<file path="config.mk">
export PLATFORM = sky130hd
export DESIGN_NAME = fork_join_ctrl
export DESIGN_NICKNAME = d
export VERILOG_FILES = /design/src/rtl/fork_join_ctrl.sv
export SDC_FILE = /design/constraint.sdc
export NUM_CORES = 1
export LEC_CHECK = 0
export BUFFER_PORTS_ARGS = -buffer_cell sky130_fd_sc_hd__buf_2
export CORE_ASPECT_RATIO = 0.9
export CORE_MARGIN = 5
export CORE_UTILIZATION = 60
export DETAILED_ROUTE_END_ITERATION = 10
export PLACE_DENSITY = 0.86
export SLEW_MARGIN = 15
export SYNTH_ARGS = -nofsm -noshare
export SYNTH_HDL_FRONTEND = slang
export SYNTH_SLANG_ARGS = --single-unit
</file>
<file path="constraint.sdc">
create_clock -name clk -period 3.3 [get_ports clk]
set_input_delay 0.33 -clock clk [delete_from_list [all_inputs] [get_ports clk]]
set_output_delay 0.33 -clock clk [all_outputs]
set_load 0.02 [all_outputs]
</file>
<file path="src/rtl/fork_join_ctrl.sv">
// Fork/join launcher: one start request launches up to NCH timed channels and
// reports completion as join-all, join-any or join-none. Optional kill input under FORK_JOIN_KILL_EN.
module fork_join_ctrl #(
    parameter int NCH = 4,
    parameter int CW  = 8
) (
    input  logic              clk,
    input  logic              rst_n,
    input  logic              start,
    input  logic [1:0]        mode,
    input  logic [NCH-1:0]    ch_en,
    input  logic [NCH*CW-1:0] dur,
`ifdef FORK_JOIN_KILL_EN
    input  logic              kill,
`endif
    output logic              ready,
    output logic              err,
    output logic              join_done,
    output logic [NCH-1:0]    ch_active,
    output logic [NCH-1:0]    ch_done
);

    typedef enum logic [1:0] {
        IDLE     = 2'd0,
        WAIT_ALL = 2'd1,
        WAIT_ANY = 2'd2
    } state_t;

    localparam logic [1:0] MODE_ALL  = 2'd0;
    localparam logic [1:0] MODE_NONE = 2'd2;
    localparam logic [1:0] MODE_RSVD = 2'd3;

    state_t          state_q, state_d;
    logic [CW-1:0]   cnt_q [NCH];
    logic [CW-1:0]   cnt_d [NCH];
    logic [NCH-1:0]  pend_q, pend_d;
    logic [NCH-1:0]  done_q, done_d;
    logic            join_q, join_d;
    logic            err_q, err_d;
    logic [NCH-1:0]  fin;
    logic [CW-1:0]   dur_i;
    logic            accept;
    logic            kill_w;

`ifdef FORK_JOIN_KILL_EN
    assign kill_w = kill;
`else
    assign kill_w = 1'b0;
`endif

    always_comb begin
        for (int i = 0; i < NCH; i++) begin
            ch_active[i] = (cnt_q[i] != '0);
        end
    end

    assign ready     = (state_q == IDLE);
    assign err       = err_q;
    assign join_done = join_q;
    assign ch_done   = done_q;
    assign accept    = start && ready && (mode != MODE_RSVD) && ((ch_en & ch_active) == '0);

    always_comb begin
        fin     = '0;
        dur_i   = '0;
        state_d = state_q;
        pend_d  = pend_q;
        join_d  = 1'b0;
        err_d   = start && !accept;

        for (int i = 0; i < NCH; i++) begin
            cnt_d[i] = cnt_q[i];
            if (cnt_q[i] != '0) begin
                cnt_d[i] = cnt_q[i] - CW'(1);
                fin[i]   = (cnt_q[i] == CW'(1));
            end
            // A zero duration still runs for one cycle so every launch yields a ch_done.
            if (accept && ch_en[i]) begin
                dur_i    = dur[i*CW +: CW];
                cnt_d[i] = (dur_i == '0) ? CW'(1) : dur_i;
            end
        end
        done_d = fin;

        unique case (state_q)
            IDLE: begin
                if (accept) begin
                    if ((ch_en == '0) || (mode == MODE_NONE)) begin
                        join_d = 1'b1;
                    end else begin
                        pend_d  = ch_en;
                        state_d = (mode == MODE_ALL) ? WAIT_ALL : WAIT_ANY;
                    end
                end
            end
            WAIT_ALL: begin
                pend_d = pend_q & ~fin;
                if ((pend_q & ~fin) == '0) begin
                    join_d  = 1'b1;
                    state_d = IDLE;
                end
            end
            WAIT_ANY: begin
                if ((pend_q & fin) != '0) begin
                    join_d  = 1'b1;
                    pend_d  = '0;
                    state_d = IDLE;
                end
            end
            default: begin
                pend_d  = '0;
                state_d = IDLE;
            end
        endcase

        // Kill wins over everything, including a coincident start and any completion.
        if (kill_w) begin
            for (int i = 0; i < NCH; i++) begin
                cnt_d[i] = '0;
            end
            done_d  = '0;
            join_d  = 1'b0;
            err_d   = 1'b0;
            pend_d  = '0;
            state_d = IDLE;
        end
    end

    always_ff @(posedge clk or negedge rst_n) begin
        if (!rst_n) begin
            state_q <= IDLE;
            pend_q  <= '0;
            done_q  <= '0;
            join_q  <= 1'b0;
            err_q   <= 1'b0;
            for (int i = 0; i < NCH; i++) begin
                cnt_q[i] <= '0;
            end
        end else begin
            state_q <= state_d;
            pend_q  <= pend_d;
            done_q  <= done_d;
            join_q  <= join_d;
            err_q   <= err_d;
            for (int i = 0; i < NCH; i++) begin
                cnt_q[i] <= cnt_d[i];
            end
        end
    end

endmodule

</file>
==> results of run 1 <==
[per-layer routing]
metal | wire length (µm) | part of all wire (%) | up-vias | GRT usage [%]
met5 | 0 | 0 | - | 0
met4 | 84 | 1.3 | 0 | 6.57
met3 | 363 | 5.7 | 8 | 4.53
met2 | 3140 | 49 | 71 | 36.6
met1 | 2820 | 44 | 1140 | 33.1
li1 | - | - | 1114 | -
[cell families (layout without fill, tap and decap cells)]
logic type	after synthesis	in the layout
flip-flops	44	44
buffers and inverters	23	77
adder cells (fa/ha/maj)	12	12
multiplexers	7	7
AO/OA/AOI/OAI	62	62
AND/OR/NAND/NOR	102	102
XOR/XNOR	23	23
[through the flow]
stage	worst slack (ps)	power, mW
3_3_place_gp	736	2.01
3_5_place_dp	702	2.08
5_1_grt	427	2.62
4_1_cts	685	2.41
6_report	648	2.42
2_1_floorplan	982	1.79
[final cells by class]
class / count / share of cell area, %
tap: 62 / 2.52
multi-input combinational: 206 / 48.3
clock buffer: 6 / 2.35
sequential: 44 / 35.7
timing repair buffer: 54 / 9.01
inverter: 16 / 1.95
clock inverter: 1 / 0.162
[critical path, stage by stage (launching register included)]
cell and delay (ps):
dfrtp_1 440, nor4_2 470, and3_1 310, inv_1 220, a21oi_1 440, and3_1 440
mux2i_1 240
[state kept, by name (all words and copies together) (netlist names)]
signal	cells
ch_done	4
join_done	1
state_q	2
err	1
cnt_q	32
pend_q	4
[cells in the mapped netlist, drive strengths merged]
cell type / n / area (µm²)
o21a: 2 / 15.0
and4: 2 / 17.5
xor2: 16 / 140
o221ai: 4 / 35.0
nor4b: 3 / 26.3
and3: 8 / 50.1
or4b: 1 / 10.0
o31ai: 3 / 22.5
buf: 5 / 36.3
a22o: 18 / 158
a32oi: 1 / 8.76
nand3: 7 / 35.0
xnor2: 7 / 61.3
inv: 15 / 56.3
o41a: 1 / 11.3
mux2i: 7 / 70.1
or3: 2 / 12.5
a211oi: 1 / 12.5
a211o: 2 / 17.5
a41oi: 2 / 17.5
nand3b: 1 / 7.51
nand4: 1 / 6.26
o41ai: 1 / 8.76
a2111oi: 2 / 36.3
a311oi: 1 / 8.76
o31a: 1 / 8.76
dfrtp: 44 / 1100
clkbuf: 2 / 7.51
clkinv: 1 / 3.75
a31oi: 2 / 12.5
a21oi: 11 / 55.1
nor4: 10 / 68.8
nor3: 16 / 80.1
and2: 8 / 50.1
nand2b: 2 / 12.5
a21boi: 4 / 30.0
a221o: 4 / 42.5
o2bb2ai: 1 / 8.76
nand2: 16 / 60.1
nor2b: 2 / 12.5
or4: 2 / 18.8
o21ba: 1 / 10.0
nor2: 21 / 78.8
ha: 12 / 150
[path summary, 6_finish.rpt]
| path | cells after the start | endpoint | slack (ps) | start |
|---|---|---|---|---|
| min in group clk | 2 | cnt_q[15] | 260 | dur[23] |
| worst max-delay path | 6 | cnt_q[8] | 650 | cnt_q[27] |
| worst max register to register | 6 | cnt_q[8] | 650 | cnt_q[27] |
| worst min register to register | 1 | state_q[0] | 530 | state_q[1] |
| worst min-delay path | 1 | cnt_q[3] | 170 | rst_n |
| max in group asynchronous | 1 | cnt_q[10] | 2530 | rst_n |
[power breakdown]
group          switching (mW)  total [mW]  internal [mW]
sequential              0.260        1.03          0.772
clock                   0.182       0.326          0.144
combinational           0.540        1.06          0.522
total                   0.982        2.42           1.44
==> out/qor.yml, run 1 <==
fin_tns_setup_ps: 0
synthCells: 273
fin_util_pct: 70.0
synth_xor_xnor_area_share_pct: 7.48
grt_first_pass_wirelength_um: 10800
synth.distinct_cells: 51
post_cts_resized: 0
crit_arrival_ps: 2870
cp-start-kind: "flop"
cts_buffers: 5
hold_buffers: 0
vias: 2333
synth_nets: 326
final_common_cell: "buf_2"
wl_per_cell_um: 16.5
drc: 0
placed_area_mm2: 0.00300
globalRouteOverflowTotal: 0
p_leak_nw: 1.45
rsz0062_at_grt: "no"
critPathCaptureType: "flop"
whs_ps: 168
final_cell_mix: "51 x buf_2, 44 x dfrtp_1, 21 x nor2_1"
yosysWarningCount: 0
ir_worst_vdd_mv: 0.426
cts.sinks: 44
mappedNetlistArea_mm2: 0.00269
synth_compound_area_share_pct: 19.3
drive_above_1_share_pct: 20.8
power-per-cell-area_mw_per_mm2: 785
slew_viol_final: 0
yosys.area_share.simple_pct: 20.3
worst_slew_pin_slew_ps: 953
cts-htree-levels: 2
seq_area_mm2: 0.00110
clock_latency_ps: 300
cts_tree: "done"
place_inst: 382
period_minus_slack_ps: 2650
drt_iter0_markers: 113
rows: 23
cp_data_required_time_ps: 3520
grt_max_degree: 45
fillers: 359
critPathKind: "reg2reg"
routabilityCongestion: 0.838
multi_input_area_mm2: 0.00149
viasPerCell: 6.00
clockBufferDepth: 2
die_x_um: 80.6
die_y_um: 73.6
fin_nets: 380
maxSlewHeadroom_pct: 36.5
max_freq_mhz: 377
postCtsSetupBuffers: 0
finalClockSkew_ps: 11.3
finalInstanceArea_mm2: 0.00308
ys_seq_area_share_pct: 40.9
first_pass_iters: 4
grt_pass1_vias: 2244
synth_area_per_cell_um2: 9.86
critPathMaxFanout: 11
num_antenna_cells: 0
port_buffers: 51
dp_hpwl_um: 4820
synthAdderAreaFrac_pct: 5.58
drv_cap: 0
totalWireLength_um: 6410
instances_no_fill: 389
finalCritPeriodShare_pct: 80.4
setup_viol: 0
status: "finished, final reports clean"
holdCritPathClass: "in2async"
track_usage_pct: 23.3
drtAntennaViolNets: 0
synth_top_family_by_area: "simple AND/OR/NAND/NOR gates"
ys_seq_elements: 44
io_pins: 52
antenna_found_initial: 0
finalHoldViolCount: 0
core_mm2: 0.00440
clkSlewWorstSetupHoldPaths_ps: 90
synth_mux_area_share_pct: 2.60
cts_root_buffer: "clkbuf_8"
start_util_pct: 61.2
area_growth_pct: 14.5
dieArea_mm2: 0.00593
(Power assumes the default switching activity.)
==> inputs of run 2 (changes only) <==
--- a/config.mk
+++ b/config.mk
@@ -8,9 +8,9 @@
 export BUFFER_PORTS_ARGS = -buffer_cell sky130_fd_sc_hd__buf_2
 export CORE_ASPECT_RATIO = 0.9
 export CORE_MARGIN = 5
-export CORE_UTILIZATION = 60
+export CORE_UTILIZATION = 50
 export DETAILED_ROUTE_END_ITERATION = 10
-export PLACE_DENSITY = 0.86
+export PLACE_DENSITY = 0.76
 export SLEW_MARGIN = 15
 export SYNTH_ARGS = -nofsm -noshare
 export SYNTH_HDL_FRONTEND = slang
==> constraint.sdc (replaced) <==
create_clock -name clk -period 2.3 [get_ports clk]
set_input_delay 0.23 -clock clk [delete_from_list [all_inputs] [get_ports clk]]
set_output_delay 0.23 -clock clk [all_outputs]
set_load 0.02 [all_outputs]
==> run 2 against run 1 <==
Net effect:
- the run now ends with setup timing left
- power rose by 58%
- sequential share of layout area decreased by 3.1 points
- clock skew increased by 0.71 ps
- via count is 5.1% higher
- global-route usage decreased by 3.4 points
- non-clock buffer count rose by 25
- largest power group unchanged
==> out/qor.yml, run 2 (synthesis gave the netlist of run 1 again) <==
status: "finished with violations"
violations: "setup timing"
first_pass_iters: 4
multi_input_area_mm2: 0.00154
r2r_cells: 7
cts_root_buffer: "clkbuf_8"
maxSlewHeadroom_pct: 62.9
fin_nets: 405
wl_per_cell_um: 16.6
slew_viol_final: 0
finalCritPeriodShare_pct: 100
die_x_um: 87.4
period_minus_slack_ps: 2310
whs_ps: 0.356
crit_arrival_ps: 2530
track_usage_pct: 20.0
critPathMaxFanout: 3
die_y_um: 79.6
worst_slew_pin_slew_ps: 542
cts_tree: "done"
clockBufferDepth: 2
ir_worst_vdd_mv: 0.555
cp_data_required_time_ps: 2530
grtUsageMet3_pct: 2.79
globalRouteMet1Util_pct: 27.2
clock_latency_ps: 300
holdCritPathClass: "in2async"
grt_first_pass_wirelength_um: 11000
critPathKind: "reg2reg"
seq_area_mm2: 0.00110
grt.busiest_layer: "met2"
core_mm2: 0.00526
finalClockSkew_ps: 12.0
cts.sinks: 44
crit_start: "cnt_q[8]"
r2r_end: "join_done"
critPathCaptureType: "flop"
area_growth_pct: 25.1
clkSlewWorstSetupHoldPaths_ps: 90
dp_hpwl_um: 5140
crit_end: "join_done"
dieArea_mm2: 0.00696
power-per-cell-area_mw_per_mm2: 1140
setup_viol: 1
max_freq_mhz: 434
num_antenna_cells: 0
instances_no_fill: 420
drtAntennaViolNets: 0
grt_pass1_vias: 2382
drc: 0
regMostFlops: "cnt_q"
cts_buffers: 5
largest_reg_flops: 32
place_inst: 412
final_cell_mix: "51 x buf_2, 44 x dfrtp_1, 27 x buf_4"
rows: 25
r2r_start: "cnt_q[8]"
rrSetupSlack_ps: -6
io_pins: 52
final_common_cell: "buf_2"
drv_cap: 0
timing.final.ws_setup_ps: -6.23
met2_usage_pct: 33.1
grt_max_degree: 45
cts-htree-levels: 2
antenna_found_initial: 0
cp-start-kind: "flop"
drive_above_1_share_pct: 30.3
finalHoldViolCount: 0
viasPerCell: 5.84
port_buffers: 51
totalWireLength_um: 6950
p_leak_nw: 1.59
drt_iter0_markers: 138
routabilityCongestion: 0.887
rsz0062_at_grt: "yes"
fillers: 442
vias: 2451
globalRouteOverflowTotal: 0
start_util_pct: 51.2
## run 2: cell count changes in the layout (fill, tap and decap cells not counted), moves of 2 or more
cell | previous run | this run
inv_1 | 14 | 12
clkinv_4 | 0 | 2
and3_4 | 0 | 2
buf_4 | 3 | 27
inv_2 | 1 | 3
and3_1 | 8 | 6
## run 2: final cells by class
type | count | area share [%]
well taps | 67 | 2.49
inverters | 16 | 1.89
flip-flops and latches | 44 | 32.7
repair buffers | 79 | 13.9
clock inverters | 3 | 1.41
clock buffers | 5 | 2.04
multi-input cells | 206 | 45.6
## run 2: what timing repair did
item	CTS	global route
gates resized for setup	3	13
setup endpoints to repair	4	27
hold buffers	0	0
pin swaps	0	1
buffers inserted	0	0
hold endpoints to repair	0	0
## run 2: worst min path at each step
stage | startpoint | endpoint | slack (ps) | depth (start not counted)
after floorplan | rst_n | ch_done[0] | -70 | 0
final | rst_n | cnt_q[5] | 0.4 | 2
after CTS | rst_n | cnt_q[24] | 20 | 2
after global routing | rst_n | cnt_q[30] | 50 | 2
after detailed placement | rst_n | cnt_q[5] | 350 | 2
after global placement | rst_n | cnt_q[4] | 340 | 2
## run 2: through the flow
step	setup slack (ps)	total power, mW	utilization (%)	TNS [ps]	instance area (µm²)
5_1_grt	-80.9	4.12	64.1	-299	3370
6_report	-6.23	3.83	64.1	-6.23	3370
4_1_cts	2.44	3.79	63.2	0	3320
2_1_floorplan	-15.9	2.57	-	-31.8	2700
3_5_place_dp	-4.26	3.15	60.9	-4.26	3200
3_3_place_gp	62.0	3.07	60.9	0	3200
## run 2: critical path, stage by stage (launching register included)
cell and delay, ps:
dfrtp_1 390, inv_1 100, ha_1 240, nor4b_1 420, a21boi_0 230, or4_4 550, o21a_1 210, a21oi_2 110
## run 2: where the power goes
| part | internal, mW | leakage [nW] | switching (mW) |
|---|---|---|---|
| clock network | 0.327 | 0.0583 | 0.283 |
| registers | 1.11 | 0.545 | 0.343 |
| logic | 0.918 | 0.991 | 0.853 |
| total | 2.35 | 1.59 | 1.48 |
## run 2: metal layers
layer  wire, µm  share of wire (%)  vias to the layer above
met2       3340                 48                       78
met1       3070                 44                     1176
met5          0                  0                        -
li1           -                  -                     1177
met4        159                2.3                        0
met3        376                5.4                       20
==> inputs of run 3 (changes only) <==
--- a/config.mk
+++ b/config.mk
@@ -8,9 +8,10 @@
 export BUFFER_PORTS_ARGS = -buffer_cell sky130_fd_sc_hd__buf_2
 export CORE_ASPECT_RATIO = 0.9
 export CORE_MARGIN = 5
-export CORE_UTILIZATION = 50
+export CORE_UTILIZATION = 60
 export DETAILED_ROUTE_END_ITERATION = 10
-export PLACE_DENSITY = 0.76
+export PLACE_DENSITY = 0.86
+export SKIP_CTS_REPAIR_TIMING = 1
 export SLEW_MARGIN = 15
 export SYNTH_ARGS = -nofsm -noshare
 export SYNTH_HDL_FRONTEND = slang
==> constraint.sdc (replaced) <==
create_clock -name clk -period 2.9 [get_ports clk]
set_input_delay 0.29 -clock clk [delete_from_list [all_inputs] [get_ports clk]]
set_output_delay 0.29 -clock clk [all_outputs]
set_load 0.02 [all_outputs]
==> run 3 against run 2 <==
Net effect:
- the run now ends clean
- routed wire length shrank 8.1%
- sequential share of layout area grew 2.9 points
- clock skew shrank 3.6 ps
- combinational power shrank 32%
- largest cell class unchanged
- first-iteration DRC count grew 62%
- count of clock-buffer cells in the layout grew 1
- sequential cell count is the same
- design area shrank 8.1%
- critical path type unchanged
==> out/qor.yml, run 3 (synthesis gave the netlist of run 1 again) <==
crit_start: "cnt_q[0]"
drive_above_1_share_pct: 21.3
combPwrFrac_pct: 44.0
clkSlewWorstSetupHoldPaths_ps: 80
critPathCaptureType: "flop"
setup_viol: 0
clock_latency_ps: 290
totalWireLength_um: 6390
grt_max_degree: 45
drtAntennaViolNets: 0
finalCritPeriodShare_pct: 91.5
power-per-cell-area_mw_per_mm2: 888
crit_arrival_ps: 2880
worst_slew_pin_slew_ps: 945
cts_root_buffer: "clkbuf_8"
globalRouteOverflowTotal: 0
cp-start-kind: "flop"
vias: 2328
finalClockSkew_ps: 8.42
path_cells: "inv_1 -> ha_1 -> nor2b_1 -> and3_1 -> inv_1 -> a211oi_2 -> and3_1 -> mux2i_1"
antenna_found_initial: 0
grt_pass1_vias: 2355
r2r_start: "cnt_q[0]"
grt_first_pass_wirelength_um: 10900
ir_worst_vdd_mv: 0.687
fin_tns_setup_ps: 0
r2r_end: "cnt_q[8]"
viasPerCell: 5.95
num_antenna_cells: 0
p_total_mw: 2.75
dieArea_mm2: 0.00593
core_mm2: 0.00440
cts.sinks: 44
clkPwrFrac_pct: 13.3
p_switching_mw: 1.11
dp_hpwl_um: 4810
port_buffers: 51
critPathKind: "reg2reg"
rrSetupSlack_ps: 250
clockBufferDepth: 2
crit_buf_inv: 2
area_growth_pct: 15.0
cts_buffers: 5
critPathTopFamily: "simple AND/OR/NAND/NOR gates"
slowest_stage: "a211oi_2"
holdCritPathClass: "in2async"
die_y_um: 73.6
rsz0062_at_grt: "no"
wl_per_cell_um: 16.3
crit_end: "cnt_q[8]"
fin_nets: 382
critPathMaxFanout: 8
io_pins: 52
finalHoldViolCount: 0
first_pass_iters: 4
regMostFlops: "cnt_q"
max_freq_mhz: 377
track_usage_pct: 23.7
period_minus_slack_ps: 2650
drt_iter0_markers: 223
p_leak_nw: 1.46
maxSlewHeadroom_pct: 37.0
cts-htree-levels: 2
drv_cap: 0
cp_data_required_time_ps: 3120
die_x_um: 80.6
status: "finished, final reports clean"
r2r_cells: 8
cp.depth: 8
slowest_delay_ps: 500
routabilityCongestion: 0.898
p_int_mw: 1.64
slew_viol_final: 0
start_util_pct: 61.2
power.share.sequential_pct: 42.7
final_common_cell: "buf_2"
drc: 0
rows: 23
largest_reg_flops: 32
swShare_pct: 40.3
final_cell_mix: "51 x buf_2, 44 x dfrtp_1, 21 x nor2_1"
cts_tree: "done"
==> run 3: power groups by stage <==
stage / clock network, mW / registers, mW / logic (mW)
3_3_place_gp: 0 / 1.16 / 1.15
4_1_cts: 0.374 / 1.16 / 1.21
2_1_floorplan: 0 / 1.11 / 0.929
3_5_place_dp: 0 / 1.17 / 1.20
6_report: 0.366 / 1.17 / 1.21
5_1_grt: 0.400 / 1.22 / 1.36
==> run 3: worst min path at each step <==
stage / start / endpoint / slack [ps] / cells past startpoint
after global routing: rst_n / cnt_q[5] / 220 / 1
after detailed placement: state_q[1] / state_q[0] / 490 / 1
final: rst_n / cnt_q[6] / 140 / 1
after global placement: rst_n / cnt_q[4] / 500 / 1
after CTS: rst_n / cnt_q[9] / 180 / 1
after floorplan: rst_n / ch_done[0] / -6 / 0
==> run 3: final cells by class <==
type                            instances  area (µm²)
Clock buffer                            6        72.6
Fill cell                             356        1310
Multi-Input combinational cell        206        1490
Timing Repair Buffer                   56         293
Tap cell                               62        77.6
Clock inverter                          1        5.00
Sequential cell                        44        1100
Inverter                               16        60.1
==> run 3: metrics by stage <==
| step | hold WS [ps] | cells | setup slack [ps] | utilization (%) | instance area (µm²) |
|---|---|---|---|---|---|
| final | 141 | 391 | 246 | 70.3 | 3100 |
| after global routing | 218 | 391 | 13.2 | 70.3 | 3100 |
| after CTS | 181 | 391 | 292 | 70.3 | 3100 |
| after detailed placement | 493 | 384 | 315 | 68.6 | 3020 |
| after global placement | 496 | 384 | 476 | 68.6 | 3020 |
| after floorplan | -5.59 | 273 | 582 | - | 2690 |
==> run 3: metal layers <==
layer,track usage (%),share of wire (%),vias up
met4,8.07,1.8,0
met1,31.3,44,1108
met3,4.66,4.7,14
met5,0,0,-
met2,39.2,49,78
li1,-,-,1128
